**src/rtl/lane_gene_collector_pkg.sv**
```systemverilog
// Shared defaults and state encoding for the lane gene collector.
// Imported by the collector top and its FIFO.
package lane_gene_collector_pkg;

  localparam int GENE_SZ_DEF    = 64;
  localparam int ATTR_SZ_DEF    = 8;
  localparam int ADDR_SZ_DEF    = 8;
  localparam int FIFO_DEPTH_DEF = 4;
  localparam int MAX_GENES_DEF  = 256;

  typedef enum logic [1:0] {
    IDLE    = 2'd0,
    COLLECT = 2'd1,
    DRAIN   = 2'd2,
    DONE    = 2'd3
  } col_state_t;

  function automatic logic is_active(input col_state_t s);
    return (s == COLLECT) || (s == DRAIN);
  endfunction

endpackage

```
**src/rtl/lane_gene_collector_gene_fifo.sv**
```systemverilog
// gene_fifo: synchronous FIFO buffering lane genes ahead of the memory port.
// Ports: clk, rst (sync active-low), push/din, pop/head, full, empty.
module gene_fifo
  import lane_gene_collector_pkg::*;
#(
  parameter int GENE_SZ    = GENE_SZ_DEF,
  parameter int FIFO_DEPTH = FIFO_DEPTH_DEF
) (
  input  logic               clk,
  input  logic               rst,
  input  logic               push,
  input  logic [GENE_SZ-1:0] din,
  input  logic               pop,
  output logic [GENE_SZ-1:0] head,
  output logic               full,
  output logic               empty
);

  localparam int PW = $clog2(FIFO_DEPTH);

  logic [GENE_SZ-1:0] mem [FIFO_DEPTH];
  logic [PW-1:0]      wr_ptr;
  logic [PW-1:0]      rd_ptr;
  logic [PW:0]        count;
  logic               do_pop;
  logic               do_push;

  assign empty   = (count == '0);
  assign full    = (count == (PW+1)'(FIFO_DEPTH));
  assign head    = mem[rd_ptr];
  assign do_pop  = pop && !empty;
  // A push while full is legal only when a pop frees the slot on this edge.
  assign do_push = push && (!full || do_pop);

  always_ff @(posedge clk) begin
    if (!rst) begin
      wr_ptr <= '0;
      rd_ptr <= '0;
      count  <= '0;
    end else begin
      if (do_push) wr_ptr <= wr_ptr + 1'b1;
      if (do_pop)  rd_ptr <= rd_ptr + 1'b1;
      count <= count
             + {{PW{1'b0}}, do_push}
             - {{PW{1'b0}}, do_pop};
    end
  end

  always_ff @(posedge clk) begin
    if (do_push) mem[wr_ptr] <= din;
  end

endmodule

```
**src/rtl/lane_gene_collector.sv**
```systemverilog
// lane_gene_collector: buffers lane genes and writes them to genome memory.
// Ports: start/base_addr, gene_in/in_valid/src_done, mem_* write port,
//        busy/done/gene_count/overflow status.
module lane_gene_collector
  import lane_gene_collector_pkg::*;
#(
  parameter int GENE_SZ    = GENE_SZ_DEF,
  parameter int ATTR_SZ    = ATTR_SZ_DEF,
  parameter int ADDR_SZ    = ADDR_SZ_DEF,
  parameter int FIFO_DEPTH = FIFO_DEPTH_DEF,
  parameter int MAX_GENES  = MAX_GENES_DEF
) (
  input  logic               clk,
  input  logic               rst,
  input  logic               start,
  input  logic [ADDR_SZ-1:0] base_addr,
  input  logic [GENE_SZ-1:0] gene_in,
  input  logic               in_valid,
  input  logic               src_done,
  output logic               mem_we,
  output logic [ADDR_SZ-1:0] mem_addr,
  output logic [GENE_SZ-1:0] mem_wdata,
  input  logic               mem_ready,
  output logic               busy,
  output logic               done,
  output logic [ADDR_SZ:0]   gene_count,
  output logic               overflow
);

  localparam int CW = ADDR_SZ + 1;
  localparam int AW = $clog2(MAX_GENES + 1);

  if (ATTR_SZ < 1 || FIFO_DEPTH < 2 ||
      (FIFO_DEPTH & (FIFO_DEPTH - 1)) != 0) begin : g_param_chk
    $error("lane_gene_collector: bad parameters");
  end

  col_state_t         state;
  col_state_t         state_nxt;
  logic [ADDR_SZ-1:0] base;
  logic [AW-1:0]      accepted;

  logic               f_push;
  logic               f_pop;
  logic               f_full;
  logic               f_empty;
  logic [GENE_SZ-1:0] f_head;

  logic               active;
  logic               retire;
  logic               push_req;
  logic               room;
  logic               drop;
  logic [CW-1:0]      cnt_nxt;

  assign active   = is_active(state);
  assign retire   = mem_we && mem_ready;
  // Refill the write register when it is free or retiring this edge.
  assign f_pop    = active && !f_empty && (!mem_we || retire);
  assign push_req = (state == COLLECT) && in_valid;
  assign room     = (accepted < AW'(MAX_GENES));
  assign f_push   = push_req && room && (!f_full || f_pop);
  assign drop     = push_req && !f_push;
  assign cnt_nxt  = gene_count + CW'(retire);

  assign busy = active;
  assign done = (state == DONE);

  gene_fifo #(
    .GENE_SZ    (GENE_SZ),
    .FIFO_DEPTH (FIFO_DEPTH)
  ) u_fifo (
    .clk   (clk),
    .rst   (rst),
    .push  (f_push),
    .din   (gene_in),
    .pop   (f_pop),
    .head  (f_head),
    .full  (f_full),
    .empty (f_empty)
  );

  always_ff @(posedge clk) begin
    if (!rst) state <= IDLE;
    else      state <= state_nxt;
  end

  always_comb begin
    state_nxt = state;
    unique case (state)
      IDLE:    if (start)    state_nxt = COLLECT;
      COLLECT: if (src_done) state_nxt = DRAIN;
      DRAIN: begin
        if (f_empty && (!mem_we || retire))
          state_nxt = DONE;
      end
      DONE:    state_nxt = IDLE;
      default: state_nxt = IDLE;
    endcase
  end

  always_ff @(posedge clk) begin
    if (!rst) begin
      base       <= '0;
      accepted   <= '0;
      gene_count <= '0;
      overflow   <= 1'b0;
      mem_we     <= 1'b0;
      mem_addr   <= '0;
      mem_wdata  <= '0;
    end else begin
      if (state == IDLE && start) begin
        base       <= base_addr;
        gene_count <= '0;
        accepted   <= '0;
        overflow   <= 1'b0;
      end
      if (retire) gene_count <= cnt_nxt;
      if (f_pop) begin
        mem_we    <= 1'b1;
        mem_wdata <= f_head;
        mem_addr  <= base + cnt_nxt[ADDR_SZ-1:0];
      end else if (retire) begin
        mem_we <= 1'b0;
      end
      if (f_push) accepted <= accepted + 1'b1;
      if (drop)   overflow <= 1'b1;
    end
  end

endmodule

```
**config.mk**
```make
export PLATFORM = sky130hd
export DESIGN_NAME = lane_gene_collector
export DESIGN_NICKNAME = d
export VERILOG_FILES = /design/src/rtl/lane_gene_collector_pkg.sv /design/src/rtl/lane_gene_collector_gene_fifo.sv /design/src/rtl/lane_gene_collector.sv
export SDC_FILE = /design/constraint.sdc
export NUM_CORES = 1
export LEC_CHECK = 0
export CAP_MARGIN = 0
export CELL_PAD_IN_SITES_DETAIL_PLACEMENT = 0
export CELL_PAD_IN_SITES_GLOBAL_PLACEMENT = 1
export CORE_AREA = 2 2 230 209
export CTS_BUF_LIST = sky130_fd_sc_hd__clkbuf_2 sky130_fd_sc_hd__clkbuf_4 sky130_fd_sc_hd__clkbuf_8
export DETAILED_ROUTE_END_ITERATION = 10
export DIE_AREA = 0 0 232 211
export PLACE_DENSITY = 0.64
export SLEW_MARGIN = 30
export SYNTH_ARGS = -nofsm -noshare
export SYNTH_HDL_FRONTEND = slang
export SYNTH_SLANG_ARGS = --single-unit
```
**constraint.sdc**
```tcl
create_clock -name clk -period 5.05 [get_ports clk]
set_clock_uncertainty 0.1 [all_clocks]
set_input_delay 0.7575 -clock clk [delete_from_list [all_inputs] [get_ports clk]]
set_output_delay 0.7575 -clock clk [all_outputs]
set_load 0.01 [all_outputs]
```
==> metrics.md <==
| Metric | Value |
|---|---|
| Critical path required time | `5.43 ns` |
| Die Y-Extent | `211 um` |
| Skew-Pair Late Insertion Delay | `0.66 ns` |
| Crit Path Max Fanout | `10` |
| Cell taking the most area after synthesis | `edfxtp_1` |
| Dpl ws | `0.7574 ns` |
| Via count | `8160` |
| Row count | `75` |
| Status | `finished, final reports clean` |
| H-tree depth | `2` |
| Buffers on Ports | `162` |
| Crit path time final | `3.701 ns` |
| Clock root buffer | `clkbuf_8` |
| TritonCTS clock tree | `yes` |
| WL met1 | `15.11 mm` |
| Worst path arrival time | `4.08 ns` |
| Sw Share | `29.70%` |
| CTS Buffer Depth | `3` |
| RR Startpoint | `mem_we` |
| Chip width | `232 um` |
| Global Route Usage Sum | `13.37%` |
| Worst hold path type | `reg -> reg` |
| Combinational fraction of design power | `23.3%` |
| Worst-Margin Slew | `0.8212 ns` |
| Clk pin slew, worst setup/hold paths | `0.06 ns` |
| Starting Density | `29.82%` |
| Number of synthesized register bits | `365` |
| Clock power frac | `30.8%` |
| Top-area cell type share of the netlist area | `55.50%` |
| Worst reg2reg path endpoint | `mem_addr[7]` |
| Crit Path Category | `in -> reg` |
| Fillers | `4449` |
| Area of the core | `46450 sq um` |
| Crit path max-delay family | `simple AND/OR/NAND/NOR gates` |
| Max-slew headroom | `45.25%` |
| Max Used Layer | `met5` |
| Post-synth EDFFs | `256` |
| Unrepaired setup endpoints after global routing | `no` |
| Drt wl/cell | `18.28 um` |
| Critical path buffers and inverters | `2` |
| Post_cts resized | `0` |
| Vias in the first global route | `8333` |
| Yosys warning count | `0` |
| Seq pwr share | `45.9%` |
| ANT nets after route | `0` |
| Initial antenna violation count | `4` |
| Setup TNS | `0 ns` |
| Crit start category | `input pin` |
| Max-cap viol count | `0` |
| Synth Flop Type | `edfxtp_1` |
| Met3 wire len | `1.965 mm` |
| Worst R2R Setup Slack | `1.62 ns` |
| Met2 wire length | `14.76 mm` |
| CTS sink count | `365` |
| Critical Path Sink Type | `flip-flop` |
| Finish-stage setup viols | `0` |
| Number of I/O pins | `163` |
| Psw | `2433 uW` |
| Post-CTS Setup Bufs | `0` |
| Syn Area/Cell | `15.14 sq um` |
| Max stage delay on crit path | `0.49 ns` |
| Placed inst area | `16260 sq um` |
| DP Wirelength | `19.41 mm` |
| Worst hold margin | `0.3524 ns` |
| Pwr dens | `469.1 nW/um^2` |
| Ys async rst share | `0%` |
| Min-delay src | `mem_wdata[54]` |
| WHS Path Cells | `2` |
| # DRC | `0` |
| Cell repeated most along the worst path | `ha_1` |
| Leading cell type in the layout, fill and taps excluded | `edfxtp_1` |
| Design Area, Final | `17470 sq um` |
| Worst-path cell chain | `clkdlybuf4s50_1 -> nand2_1 -> clkinv_1 -> ha_1 -> ha_1 -> nand3_1 -> nor2_1 -> xor2_1 -> ha_1 -> or4_1 -> o21ai_0 -> xnor2_1 -> a21oi_1` |
| Synthesis-to-finish area growth | `26.09%` |
| Pin count of the biggest net entering global routing | `76` |
| Syn Inst Count | `915` |
| Initial DRC Count | `524` |
| Slowest stage cell, crit path | `or4_1` |
| Achievable Freq | `270.2 MHz` |
| Worst reg2reg path depth | `12` |
| CTS Buf Count | `59` |
| Share of cells above drive strength 1 | `16.03%` |
| Vias per cell | `4.600` |
| Hold worst-path end | `mem_wdata[54]` |
| Slew Viols, Final | `0` |
| Fin. Hold Viols | `0` |
| Top cells by area, synth | `edfxtp_1 (55%), dfxtp_1 (16%), mux4_2 (10%), nand2_1 (4.6%), a21oi_1 (3.3%)` |
| First-pass iteration count of the detailed router | `4` |
| Internal Power | `5760 uW` |
| Commonest cells after routing, fill and taps aside | `edfxtp_1 (256), nand2_1 (170), clkdlybuf4s50_1 (162)` |
| Final Wtd Congestion | `0.7965` |
| Worst vdd ir | `281.2 uV` |
| Final #Nets | `1207` |
| Final wirelength | `32.44 mm` |
| Fin crit share | `73.28%` |
| Hold Buf Count CTS | `0` |
| Total gr overflow | `0` |
| Syn Std Cell Area | `13850 sq um` |
| Register area share after synthesis | `71.25%` |
| Syn_nets | `1018` |
| Yosys cell types | `53` |
| Post-route setup slack | `1.349 ns` |
| Die ar. | `48950 sq um` |
| First-pass GRT wire length | `49.55 mm` |
| Leak | `0.005622 uW` |
==> per-layer routing <==
layer / up-vias / track usage, %
met4: 2 / 4.775
li1: 3813 / -
met3: 49 / 3.483
met5: - / 0
met2: 206 / 20.69
met1: 4090 / 18.16
==> cell type report <==
type	instances	area (sq um)	area share, %
Antenna cell	4	10.01	0.05731
Clock inverter	28	148.9	0.8525
Clock buffer	83	1042	5.967
Inverter	22	86.33	0.4943
Sequential cell	365	9877	56.55
Multi-Input combinational cell	481	3712	21.26
Tap cell	616	770.7	4.413
Timing Repair Buffer	175	1818	10.41
==> per-stage QoR <==
stage                     total power [uW]  instances  utilization (%)
final                                 8193       1774            37.60
after global routing                  8652       1770            37.58
after CTS                             8356       1770            37.57
after detailed placement              5784       1659            35.01
after global placement                5765       1654            34.77
after floorplan                       4951        915                -
==> how the worst max path moves through the flow <==
stage	endpoint	slack (ns)	startpoint	cells past startpoint
after detailed placement	mem_addr[7]	0.76	mem_ready	13
final	mem_addr[7]	1.35	mem_ready	13
after floorplan	u_fifo.mem[0][0]	1.27	state[0]	8
after global placement	mem_addr[7]	0.82	mem_ready	13
after global routing	mem_addr[7]	1.15	mem_ready	13
after CTS	mem_addr[7]	1.45	mem_ready	13
==> power by group through the flow <==
stage,registers (uW),clock network (uW),logic [uW]
detailed placement,3830,0,1950
global placement,3840,0,1930
floorplan,3770,0,1180
global route,3810,2730,2110
finish,3760,2530,1910
CTS,3770,2630,1960
==> worst reg2reg max path, cell delays in order, from the launching register on <==
cell and delay (ns):
dfxtp_1 0.33, nand2_1 0.28, clkinv_1 0.36, ha_1 0.35
ha_1 0.25, nand3_1 0.16, nor2_1 0.12, xor2_1 0.16
ha_1 0.23, or4_1 0.49, o21ai_0 0.23, xnor2_1 0.15
a21oi_1 0.08
==> sequential cells by signal (all words and copies together), names as in the netlist, 2 cells and up <==
register and count:
gene_count 9, u_fifo.mem 256, mem_wdata 64, u_fifo.wr_ptr 2, accepted 9, u_fifo.count 3
mem_addr 8, u_fifo.rd_ptr 2, state 2, base 8
==> kinds of logic (layout without fill, tap and decap cells) <==
group,Yosys count,count (layout),synth area share [%]
simple gates,243,243,7.551
other cells,0,4,0
xor+xnor,14,14,0.8851
flops,365,365,71.25
fa+ha+maj,25,25,2.367
compound gates,134,134,5.447
mux,65,65,10.48
buf+inv,69,308,2.023
==> cells in the mapped netlist, drive strengths merged, types with 3 or more instances <==
| cell | count |
|---|---|
| nor3 | 3 |
| nand4 | 6 |
| clkinv | 3 |
| nand2 | 170 |
| nand3 | 10 |
| clkbuf | 25 |
| nor2 | 20 |
| nor2b | 5 |
| ha | 23 |
| xnor2 | 10 |
| o31ai | 3 |
| edfxtp | 256 |
| xor2 | 4 |
| o21ai | 17 |
| dfxtp | 109 |
| and3 | 4 |
| inv | 19 |
| a31oi | 4 |
| buf | 22 |
| nor4 | 4 |
| and2 | 9 |
| mux4 | 64 |
| a21oi | 90 |
| nand2b | 3 |
| o211ai | 3 |
No activity file was read; power rests on OpenSTA's default activity.
